==> src/rtl/dma_pkg.sv <==
// ----------------------------------------------------------------------------
// dma_pkg
// Shared types and constants for the DMA transfer engine.
//   state_t      : transfer FSM states
//   NUM_CH       : channel count (4)
//   ADDR_W       : physical bus address width (48)
//   WORD_BYTES   : bytes per transferred word (8)
//   span_exceeds : true when base + 8*words runs past the top of the
//                  48-bit address space
// ----------------------------------------------------------------------------
package dma_pkg;

    localparam int NUM_CH     = 4;
    localparam int ADDR_W     = 48;
    localparam int WORD_BYTES = 8;

    typedef enum logic [2:0] {
        IDLE,
        LOAD,
        READ,
        WRITE,
        DONE
    } state_t;

    // One bit wider than the address so the end of a transfer that lands
    // exactly on 2^48 is still legal while anything beyond is caught.
    function automatic logic span_exceeds(input logic [ADDR_W-1:0] base,
                                          input logic [15:0]       words);
        logic [ADDR_W:0] w_end;
        w_end = {1'b0, base} + {{(ADDR_W-18){1'b0}}, words, 3'b000};
        return w_end > {1'b1, {ADDR_W{1'b0}}};
    endfunction

endpackage

==> src/rtl/dma_xfer_engine_if.sv <==
// ----------------------------------------------------------------------------
// dma_xfer_engine_if
// Single-master memory port used by the DMA transfer engine.
//   mem_addr  : byte address            (master -> slave)
//   mem_wdata : write data              (master -> slave)
//   mem_re    : read request            (master -> slave)
//   mem_we    : write request           (master -> slave)
//   mem_rdata : read data, valid w/ ack (slave -> master)
//   mem_ack   : request accepted        (slave -> master)
// ----------------------------------------------------------------------------
interface dma_xfer_engine_if;
    import dma_pkg::*;

    logic [ADDR_W-1:0] mem_addr;
    logic [63:0]       mem_wdata;
    logic [63:0]       mem_rdata;
    logic              mem_re;
    logic              mem_we;
    logic              mem_ack;

    modport master (
        output mem_addr, mem_wdata, mem_re, mem_we,
        input  mem_rdata, mem_ack
    );

    modport slave (
        input  mem_addr, mem_wdata, mem_re, mem_we,
        output mem_rdata, mem_ack
    );

endinterface

==> src/rtl/dma_rr_arb.sv <==
// ----------------------------------------------------------------------------
// dma_rr_arb
// Combinational 4-way round-robin arbiter.
//   req       : pending request per channel
//   ptr       : highest-priority channel for this decision
//   gnt_idx   : winning channel index
//   gnt_valid : at least one request present
// ----------------------------------------------------------------------------
module dma_rr_arb (
    input  logic [3:0] req,
    input  logic [1:0] ptr,
    output logic [1:0] gnt_idx,
    output logic       gnt_valid
);

    logic [1:0] w_idx;

    // Scan from farthest to nearest so the channel closest to ptr wins.
    always_comb begin
        gnt_idx   = ptr;
        gnt_valid = 1'b0;
        w_idx     = ptr;
        for (int k = 3; k >= 0; k--) begin
            w_idx = ptr + 2'(k);
            if (req[w_idx]) begin
                gnt_idx   = w_idx;
                gnt_valid = 1'b1;
            end
        end
    end

endmodule

==> src/rtl/dma_xfer_engine.sv <==
// ----------------------------------------------------------------------------
// dma_xfer_engine
// Four-channel DMA copy engine: round-robin picks a pending channel, then
// copies size 64-bit words from src to dest one read/write pair at a time.
//   clk, rst            : clock, synchronous active-high reset
//   ch_start            : per-channel start pulse
//   ch_src / ch_dest    : per-channel 64-bit byte addresses (packed)
//   ch_size             : per-channel word count (packed, 16 bits each)
//   ch_busy             : channel pending or being serviced
//   ch_done             : one-cycle completion pulse
//   ch_err              : sticky error, cleared by next accepted start
//   mem                 : memory master port
//
// state | meaning
// IDLE  | waiting for a pending channel
// LOAD  | snapshot channel registers, validate the request
// READ  | read request at cur_src outstanding
// WRITE | write request at cur_dest outstanding
// DONE  | completion pulse, advance the round-robin pointer
// ----------------------------------------------------------------------------
module dma_xfer_engine
    import dma_pkg::*;
(
    input  logic                 clk,
    input  logic                 rst,
    input  logic [NUM_CH-1:0]    ch_start,
    input  logic [NUM_CH*64-1:0] ch_src,
    input  logic [NUM_CH*64-1:0] ch_dest,
    input  logic [NUM_CH*16-1:0] ch_size,
    output logic [NUM_CH-1:0]    ch_busy,
    output logic [NUM_CH-1:0]    ch_done,
    output logic [NUM_CH-1:0]    ch_err,
    dma_xfer_engine_if.master    mem
);

    localparam logic [ADDR_W-1:0] STEP = ADDR_W'(WORD_BYTES);

    state_t              r_state;
    logic [NUM_CH-1:0]   r_pending;
    logic [NUM_CH-1:0]   r_active;
    logic [NUM_CH-1:0]   r_done;
    logic [NUM_CH-1:0]   r_err;
    logic [1:0]          r_gnt;
    logic [1:0]          r_ptr;
    logic [ADDR_W-1:0]   r_cur_src;
    logic [ADDR_W-1:0]   r_cur_dest;
    logic [15:0]         r_remaining;
    logic [ADDR_W-1:0]   r_mem_addr;
    logic [63:0]         r_mem_wdata;
    logic                r_mem_re;
    logic                r_mem_we;

    logic [1:0]          w_gnt_idx;
    logic                w_gnt_valid;
    logic [NUM_CH-1:0]   w_accept;
    logic [63:0]         w_src;
    logic [63:0]         w_dest;
    logic [15:0]         w_size;
    logic                w_load_err;

    assign ch_busy  = r_pending | r_active;
    assign ch_done  = r_done;
    assign ch_err   = r_err;
    assign w_accept = ch_start & ~ch_busy;

    assign mem.mem_addr  = r_mem_addr;
    assign mem.mem_wdata = r_mem_wdata;
    assign mem.mem_re    = r_mem_re;
    assign mem.mem_we    = r_mem_we;

    assign w_src  = ch_src[{r_gnt, 6'd0} +: 64];
    assign w_dest = ch_dest[{r_gnt, 6'd0} +: 64];
    assign w_size = ch_size[{r_gnt, 4'd0} +: 16];

    assign w_load_err = (w_src[2:0] != 3'd0) || (w_dest[2:0] != 3'd0) ||
                        (|w_src[63:48]) || (|w_dest[63:48]) ||
                        span_exceeds(w_src[ADDR_W-1:0], w_size) ||
                        span_exceeds(w_dest[ADDR_W-1:0], w_size);

    dma_rr_arb u_arb (
        .req       (r_pending),
        .ptr       (r_ptr),
        .gnt_idx   (w_gnt_idx),
        .gnt_valid (w_gnt_valid)
    );

    always_ff @(posedge clk) begin
        if (rst) begin
            r_state     <= IDLE;
            r_pending   <= '0;
            r_active    <= '0;
            r_done      <= '0;
            r_err       <= '0;
            r_gnt       <= '0;
            r_ptr       <= '0;
            r_cur_src   <= '0;
            r_cur_dest  <= '0;
            r_remaining <= '0;
            r_mem_addr  <= '0;
            r_mem_wdata <= '0;
            r_mem_re    <= 1'b0;
            r_mem_we    <= 1'b0;
        end else begin
            r_done    <= '0;
            r_pending <= r_pending | w_accept;
            r_err     <= r_err & ~w_accept;

            // The granted channel is always busy, so the per-bit updates
            // below never collide with a start on the same channel.
            case (r_state)
                IDLE: begin
                    if (w_gnt_valid) begin
                        r_gnt                <= w_gnt_idx;
                        r_pending[w_gnt_idx] <= 1'b0;
                        r_active[w_gnt_idx]  <= 1'b1;
                        r_state              <= LOAD;
                    end
                end
                LOAD: begin
                    r_cur_src   <= w_src[ADDR_W-1:0];
                    r_cur_dest  <= w_dest[ADDR_W-1:0];
                    r_remaining <= w_size;
                    if (w_size == 16'd0) begin
                        r_done[r_gnt] <= 1'b1;
                        r_state       <= DONE;
                    end else if (w_load_err) begin
                        r_done[r_gnt] <= 1'b1;
                        r_err[r_gnt]  <= 1'b1;
                        r_state       <= DONE;
                    end else begin
                        r_mem_re   <= 1'b1;
                        r_mem_addr <= w_src[ADDR_W-1:0];
                        r_state    <= READ;
                    end
                end
                READ: begin
                    if (mem.mem_ack) begin
                        r_mem_re    <= 1'b0;
                        r_mem_we    <= 1'b1;
                        r_mem_addr  <= r_cur_dest;
                        r_mem_wdata <= mem.mem_rdata;
                        r_state     <= WRITE;
                    end
                end
                WRITE: begin
                    if (mem.mem_ack) begin
                        r_mem_we    <= 1'b0;
                        r_cur_src   <= r_cur_src + STEP;
                        r_cur_dest  <= r_cur_dest + STEP;
                        r_remaining <= r_remaining - 16'd1;
                        if (r_remaining == 16'd1) begin
                            r_done[r_gnt] <= 1'b1;
                            r_state       <= DONE;
                        end else begin
                            r_mem_re   <= 1'b1;
                            r_mem_addr <= r_cur_src + STEP;
                            r_state    <= READ;
                        end
                    end
                end
                DONE: begin
                    r_active <= '0;
                    r_ptr    <= r_gnt + 2'd1;
                    r_state  <= IDLE;
                end
                default: r_state <= IDLE;
            endcase
        end
    end

endmodule

==> src/flat_wrapper.sv <==
// flat-port wrapper written by rule: the top's interface ports become plain ports
module dma_xfer_engine_flat import dma_pkg::*;
  (clk, rst, ch_start, ch_src, ch_dest, ch_size, ch_busy, ch_done, ch_err, mem_mem_addr, mem_mem_wdata, mem_mem_re, mem_mem_we, mem_mem_rdata, mem_mem_ack);
  dma_xfer_engine_if mem_i ();
  input  logic clk;
  input  logic rst;
  input  logic [NUM_CH-1:0] ch_start;
  input  logic [NUM_CH*64-1:0] ch_src;
  input  logic [NUM_CH*64-1:0] ch_dest;
  input  logic [NUM_CH*16-1:0] ch_size;
  output logic [NUM_CH-1:0] ch_busy;
  output logic [NUM_CH-1:0] ch_done;
  output logic [NUM_CH-1:0] ch_err;
  output wire logic [$bits(mem_i.mem_addr)-1:0] mem_mem_addr;
  output wire logic [$bits(mem_i.mem_wdata)-1:0] mem_mem_wdata;
  output wire logic [$bits(mem_i.mem_re)-1:0] mem_mem_re;
  output wire logic [$bits(mem_i.mem_we)-1:0] mem_mem_we;
  input wire logic [$bits(mem_i.mem_rdata)-1:0] mem_mem_rdata;
  input wire logic [$bits(mem_i.mem_ack)-1:0] mem_mem_ack;
  assign mem_mem_addr = mem_i.mem_addr;
  assign mem_mem_wdata = mem_i.mem_wdata;
  assign mem_mem_re = mem_i.mem_re;
  assign mem_mem_we = mem_i.mem_we;
  assign mem_i.mem_rdata = mem_mem_rdata;
  assign mem_i.mem_ack = mem_mem_ack;
  dma_xfer_engine u_core (.clk(clk), .rst(rst), .ch_start(ch_start), .ch_src(ch_src), .ch_dest(ch_dest), .ch_size(ch_size), .ch_busy(ch_busy), .ch_done(ch_done), .ch_err(ch_err), .mem(mem_i));
endmodule
==> config.mk <==
export PLATFORM = sky130hd
export DESIGN_NAME = dma_xfer_engine_flat
export DESIGN_NICKNAME = d
export VERILOG_FILES = /design/src/rtl/dma_pkg.sv /design/src/rtl/dma_xfer_engine_if.sv /design/src/rtl/dma_rr_arb.sv /design/src/rtl/dma_xfer_engine.sv /design/src/flat_wrapper.sv
export SDC_FILE = /design/constraint.sdc
export NUM_CORES = 1
export LEC_CHECK = 0
export ABC_AREA = 1
export CORE_AREA = 2 2 304 306
export DETAILED_ROUTE_END_ITERATION = 8
export DIE_AREA = 0 0 306 308
export HOLD_SLACK_MARGIN = 0.12
export SLEW_MARGIN = 30
export SYNTH_ARGS = -nofsm -noshare
export SYNTH_HDL_FRONTEND = slang
export SYNTH_SLANG_ARGS = --single-unit
==> constraint.sdc <==
create_clock -name clk -period 9.2 [get_ports clk]
set_input_delay 2.76 -clock clk [delete_from_list [all_inputs] [get_ports clk]]
set_output_delay 2.76 -clock clk [all_outputs]
set_load 0.01 [all_outputs]
# Word level (Yosys, flattened, before mapping)

Index checks and enable logic that the tools add are counted.

Register bits after elaboration: 249
Input port bits: 647
Word-level logic and storage cells: 140
Output and inout port bits: 126

Bitwise logic cells: 10
Reductions and logical operators: 24
Shifts and indexed selects: 3
Magnitude comparators: 10
Add/sub/neg operators: 9
Mux-type cells: 59
Equal/unequal tests: 11

Operators by type and width:

| kind                                                                          | count |
|---|---|
| 256-bit by 9-bit variable part select with 64-bit output                      | 2 |
| 48-bit two-way mux                                                            | 7 |
| 48-bit case mux with 2 select lines                                           | 2 |
| 48-bit case mux with 3 select lines                                           | 1 |
| 48-bit by 19-bit adder with 49-bit output                                     | 2 |
| 49-bit greater-than comparator (second input constant)                        | 2 |
| 48-bit by 4-bit adder with 48-bit output (second input constant)              | 2 |
| 64-bit by 7-bit variable part select with 16-bit output                       | 1 |
| 4-bit two-way mux                                                             | 10 |
| 16-bit case mux with 2 select lines                                           | 1 |
| 16-bit OR reduction                                                           | 2 |
| 2-bit by 3-bit less-than comparator with 1-bit output (second input constant) | 6 |
| 3-bit two-way mux                                                             | 6 |
| 16-bit by 1-bit == test with 1-bit output (second input constant)             | 1 |
| 16-bit zero test                                                              | 1 |
| 1-bit two-way mux                                                             | 16 |
| 16-bit two-way mux                                                            | 1 |
| 4-bit OR                                                                      | 4 |
| 4-bit case mux with 2 select lines                                            | 2 |
| 16-bit by 1-bit subtractor with 16-bit output (second input constant)         | 1 |
| 4-bit AND                                                                     | 3 |
| 2-bit != test (second input constant)                                         | 6 |
| 4-bit inverter                                                                | 3 |
| 3-bit case mux with 4 select lines                                            | 1 |
| other kinds (19)                                                              | 43 |

# Depth between registers and ports, before layout

Depth after elaboration: 15
Depth in mapped cells: 41
Mapped depth without buffers: 32

# By module

From an unflattened synthesis, not the netlist that was laid out.

Cells, all modules: 3,936
Area, all modules: 22,148.7 um2

Modules (own cells, without submodules):

| module          | area each (um2) | sequential area each (um2) | instances | cells each |
|---|---|---|---|---|
| dma_xfer_engine | 21,914.8        | 4,984.8                    | 1         | 3,883 |
| dma_rr_arb      | 234.0           | 0.0                        | 1         | 53 |

# Least setup slack after synthesis

Ideal clock, no wire load.

Path kind: input port to flip-flop
Start point: input port ch_dest[131]
End point: register u_core.r_mem_addr[40] (netlist: u_core.mem.mem_addr[40])
Setup time: 0.115 ns
Data required time: 9.085 ns
Stages: 28
Path slack: 3.437 ns
Arrival: 5.648 ns
Buffers on the path: 2
Cells stage by stage: o21ai_0 o22ai_1 ha_1 inv_1 fa_1 inv_1 nand2_1 nand2_1 nand3_1 nand2_1 nand2_1 nand2_1 nand3_1 nor2_1 nand2_1 xor2_1 nor2_1 nand3_1 nor2_1 nand2_1 nand2_1 nand3_1 nand2_2 buf_6 buf_6 nand3_1 nand2_1 nor2_1

Word-level cells in the longest chain between the ends: 6

Ends and longest elaborated chain:

| element                                                  | line                   | RTL |
|---|---|---|
| start: declaration                                       | flat_wrapper.sv:9      | `input logic [NUM_CH*64-1:0] ch_dest;` |
| 256-bit by 9-bit variable part select with 64-bit output | dma_xfer_engine.sv:72  | `assign w_dest = ch_dest[{r_gnt, 6'd0} +: 64];` |
| 48-bit by 19-bit adder with 49-bit output                | dma_pkg.sv:30          | `w_end = {1'b0, base} + {{(ADDR_W-18){1'b0}}, words, 3'b000};` |
| 49-bit greater-than comparator                           | dma_pkg.sv:31          | `return w_end > {1'b1, {ADDR_W{1'b0}}};` |
| 1-bit logical OR                                         | dma_xfer_engine.sv:77  | `span_exceeds(w_src[ADDR_W-1:0], w_size) \|\|` |
| 2-bit != test (no source line)                           | n/a                    |  |
| 6-bit AND reduction (no source line)                     | n/a                    |  |
| end signal: assignment                                   | dma_xfer_engine.sv:132 | `r_mem_addr <= w_src[ADDR_W-1:0];` |
| end signal: assignment                                   | dma_xfer_engine.sv:140 | `r_mem_addr <= r_cur_dest;` |
| end signal: assignment                                   | dma_xfer_engine.sv:156 | `r_mem_addr <= r_cur_src + STEP;` |
| end: declaration                                         | dma_xfer_engine.sv:48  | `logic [ADDR_W-1:0] r_mem_addr;` |

Every way passes these cells.
A chain may end at the register's enable or synchronous reset.

# Final worst setup path

Start point: input port ch_dest[131]
End point: register u_core.r_mem_addr[45] (netlist: u_core.mem.mem_addr[45])

Same word-level chain as after synthesis.

==> metrics.log <==
INFO  metric status = completed
INFO  metric synth_seq_area_share = 0.225
INFO  metric mostFrequentLayoutCell = nand2_1
INFO  metric cts.htree.levels = 1
INFO  metric clk_path_buf_depth = 3
INFO  metric mostFrequentLayoutCells = nand2_1 (1413), clkdlybuf4s50_1 (770), nor2_1 (428), nand3_1 (415), inv_1 (369)
INFO  metric cts.sinks = 249
INFO  metric cts.repair.resized = 0
INFO  metric cts_tree = built
INFO  metric drt_first_pass_iters = 9
INFO  metric timing.final.setup_violations = 0
INFO  metric overflow = 0
INFO  metric share_comb_of_total_power = 0.672
INFO  metric initial_core_util = 0.244
INFO  metric vias_in_the_first_global_route = 27000
INFO  metric setup-tns-final = 0 ns
INFO  metric remaining_drc_errors = 0
INFO  metric cp-end-kind = flop
INFO  metric drv.max_cap_violation_count = 0
INFO  metric sequentialPowerShare = 0.197
INFO  metric power.density = 283 mW/mm^2
INFO  metric synth-warning-count = 0
INFO  metric cp.required = 9.72 ns
INFO  metric clkLatencyLatePin = 0.58 ns
INFO  metric ir_drop = 0.000151 V
INFO  metric top_level_ports = 773
INFO  metric cp_data_arrival_time = 7.76 ns
INFO  metric floorplan.die_area = 0.0942 sq mm
INFO  metric drtAntennaViolNets = 0
INFO  metric cts.hold.buffers_added = 0
INFO  metric critPathKind = in -> reg
INFO  metric placed_cells = 5823
INFO  metric post_cts_buffers = 0
INFO  metric synth_cell_types = 46
INFO  metric max_clock_freq = 138 MHz
INFO  metric max_slew_margin = 0.339
INFO  metric synthCells = 4041
INFO  metric post-synth-top-area-cell = nand2_1
INFO  metric synth.net_count = 4730
INFO  metric final_cell_count_no_fill = 5875
INFO  metric synth_top_area_frac = 0.239
INFO  metric detail_route.iter0.violations = 2771
INFO  metric wl = 118 mm
INFO  metric p_leak = 13.5 nW
INFO  metric dominantRegCellSynth = dfxtp_1
INFO  metric synth_top_cells_by_area = nand2_1 (24%), dfxtp_1 (22%), nand3_1 (9.4%), nor2_1 (7.3%), inv_1 (6.3%)
INFO  metric layout.nets = 5357
INFO  metric die_y = 308 microns
INFO  metric place_congestion = 0.934
INFO  metric core-area = 0.0910 sq mm
INFO  metric port-buffer-count = 772
INFO  metric cts.clk_slew.worst_paths = 0.06 ns
INFO  metric antenna_found_initial = 1
INFO  metric cts-buffers-inserted = 29
INFO  metric std_cell_rows = 111
INFO  metric drt-wirelength-per-cell = 20.1 microns
INFO  metric post-route-cell-area = 0.0317 sq mm
INFO  metric synth_async_sr_flop_share = 0
INFO  metric p_switching = 4.94 mW
INFO  metric num_vias = 29100
INFO  metric dpl_cell_area = 0.0307 sq mm
INFO  metric average_footprint_of_a_synthesized_cell = 5.49 sq um
INFO  metric netSwitchingFraction = 0.552
INFO  metric total_track_usage = 0.236
INFO  metric fin_worst_skew = 0.0312 ns
INFO  metric hold_class = reg -> reg
INFO  metric ys_seq_elements = 249
INFO  metric final_min_period_over_clock_period = 0.787
INFO  metric start_kind = primary input
INFO  metric final-hold-violation-count = 0
INFO  metric horiz_die_dim = 306 microns
INFO  metric grt_setup_unrepaired = false
INFO  metric viasPerCell = 4.95
INFO  metric grt_first_pass_wirelength = 171 mm
INFO  metric critical_path_peak_fanout = 24
INFO  metric grt_start_max_net_pins = 146
INFO  metric clock_power_share = 0.131
INFO  metric count_of_flip_flops_with_a_built_in_enable_after_synthesis = 0
INFO  metric area.growth.synth_to_final = 42.8%
INFO  metric final_layout_size_suffix_gt1_frac = 0.0222
INFO  metric synth_area = 0.0222 sq mm
INFO  metric cts-root-buf = clkbuf_16
INFO  metric timing.final.crit_period = 7.24 ns
INFO  metric tightest_slew = 0.992 ns
INFO  metric final_max_slew_viol_count = 0
INFO  metric internal_power = 4.02 mW
INFO  metric detailedPlacementHpwl = 95.5 mm
[power groups by stage]
stage | clock network (mW) | registers (mW) | logic (mW)
finish | 1.17 | 1.77 | 6.02
global route | 1.23 | 1.81 | 6.66
CTS | 1.19 | 1.76 | 6.00
detailed placement | 0 | 1.78 | 5.98
global placement | 0 | 1.78 | 5.96
floorplan | 0 | 1.69 | 3.81
[state kept, by name, summed over array words and instances (netlist names)]
register / count
u_core.mem.mem_addr: 48
u_core.r_state: 3
u_core.r_cur_dest: 48
u_core.r_cur_src: 48
u_core.ch_done: 4
u_core.mem.mem_re: 1
u_core.r_pending: 4
u_core.mem.mem_wdata: 64
u_core.r_active: 4
u_core.mem.mem_we: 1
u_core.r_gnt: 2
u_core.r_remaining: 16
u_core.r_ptr: 2
u_core.ch_err: 4
[metrics by stage]
| stage | utilization | setup WS (ns) | power [mW] | hold WS, ns |
|---|---|---|---|---|
| 2_1_floorplan | - | 3.44 | 5.51 | 0.433 |
| 3_3_place_gp | 0.338 | 1.28 | 7.74 | 0.448 |
| 3_5_place_dp | 0.338 | 1.31 | 7.76 | 0.451 |
| 4_1_cts | 0.348 | 1.90 | 8.95 | 0.461 |
| 5_1_grt | 0.348 | 1.34 | 9.70 | 0.477 |
| 6_report | 0.348 | 1.96 | 8.96 | 0.460 |
[Yosys cell counts, drive strengths merged, types with 3 or more instances]
| master | count |
|---|---|
| a211oi | 4 |
| clkinv | 3 |
| nor2 | 436 |
| o21bai | 5 |
| nand2 | 1418 |
| a31oi | 73 |
| clkbuf | 118 |
| a311oi | 3 |
| o211ai | 19 |
| nand4 | 50 |
| nand3 | 415 |
| a32o | 6 |
| a221oi | 7 |
| nor4 | 51 |
| inv | 374 |
| nor3 | 54 |
| ha | 40 |
| xnor2 | 6 |
| nand3b | 17 |
| dfxtp | 249 |
| xor2 | 44 |
| or2 | 7 |
| o221ai | 4 |
| a21o | 4 |
| buf | 90 |
| o21ai | 254 |
| o22ai | 34 |
| and2 | 6 |
| a32oi | 4 |
| a21oi | 238 |
[worst max-delay path, cell delays in order]
cell and delay, ns:
clkdlybuf4s50_1 0.44, o21ai_0 0.06, o22ai_1 0.47, ha_1 0.40, inv_1 0.09, fa_1 0.39
inv_1 0.12, nand2_1 0.08, nand2_1 0.10, nand3_1 0.09, nand2_1 0.13, nand2_1 0.09
nand2_1 0.12, nand3_1 0.16, nor3_1 0.30, xor2_1 0.11, nor2_1 0.10, nand3_1 0.11
nor2_1 0.12, nand2_1 0.06, nand2_1 0.08, nand3_1 0.22, nand2_2 0.43, nand2_2 0.37
nand2_1 0.15, nand2_1 0.06, nor2_1 0.11
[path summary, 6_finish.rpt]
| check | from | to | slack (ns) | depth (start not counted) |
|---|---|---|---|---|
| setup / recovery | ch_dest[131] | u_core.mem.mem_addr[45]$_SDFFE_PP0P_ | 1.96 | 27 |
| hold / removal | u_core.mem.mem_wdata[59]$_SDFFE_PP0P_ | u_core.mem.mem_wdata[59]$_SDFFE_PP0P_ | 0.46 | 2 |
| setup reg to reg | u_core.r_gnt[0]$_SDFFE_PP0P_ | u_core.mem.mem_addr[45]$_SDFFE_PP0P_ | 2.77 | 23 |
| hold reg to reg | u_core.mem.mem_wdata[59]$_SDFFE_PP0P_ | u_core.mem.mem_wdata[59]$_SDFFE_PP0P_ | 0.46 | 2 |
[area by class of cell]
| cell class | count | area (sq um) |
|---|---|---|
| Fill cell | 10100 | 59300 |
| Multi-Input combinational cell | 3207 | 14800 |
| Timing Repair Buffer | 804 | 7990 |
| Sequential cell | 249 | 4990 |
| Tap cell | 1186 | 1480 |
| Inverter | 377 | 1440 |
| Clock buffer | 46 | 850 |
| Clock inverter | 5 | 78.8 |
| Antenna cell | 1 | 2.50 |
[cells by family (layout without fill, tap and decap cells)]
| family | Yosys count | count (layout) | synth area share |
|---|---|---|---|
| other | 0 | 1 | 0 |
| adder cells (fa/ha/maj) | 42 | 42 | 0.0244 |
| AND/OR/NAND/NOR | 2457 | 2457 | 0.460 |
| buffers and inverters | 585 | 1232 | 0.108 |
| XOR/XNOR | 50 | 50 | 0.0198 |
| flip-flops | 249 | 249 | 0.225 |
| AO/OA/AOI/OAI | 658 | 658 | 0.163 |
[layer usage]
metal | wire (microns) | track usage | vias to the layer above | part of all wire
met1 | 49600 | 0.297 | 13300 | 0.42
li1 | - | - | 14500 | -
met3 | 6400 | 0.0230 | 163 | 0.054
met5 | 0 | 0 | - | 0
met2 | 57900 | 0.422 | 1088 | 0.49
met4 | 4150 | 0.0757 | 0 | 0.035
No activity file was read; power rests on OpenSTA's default activity.
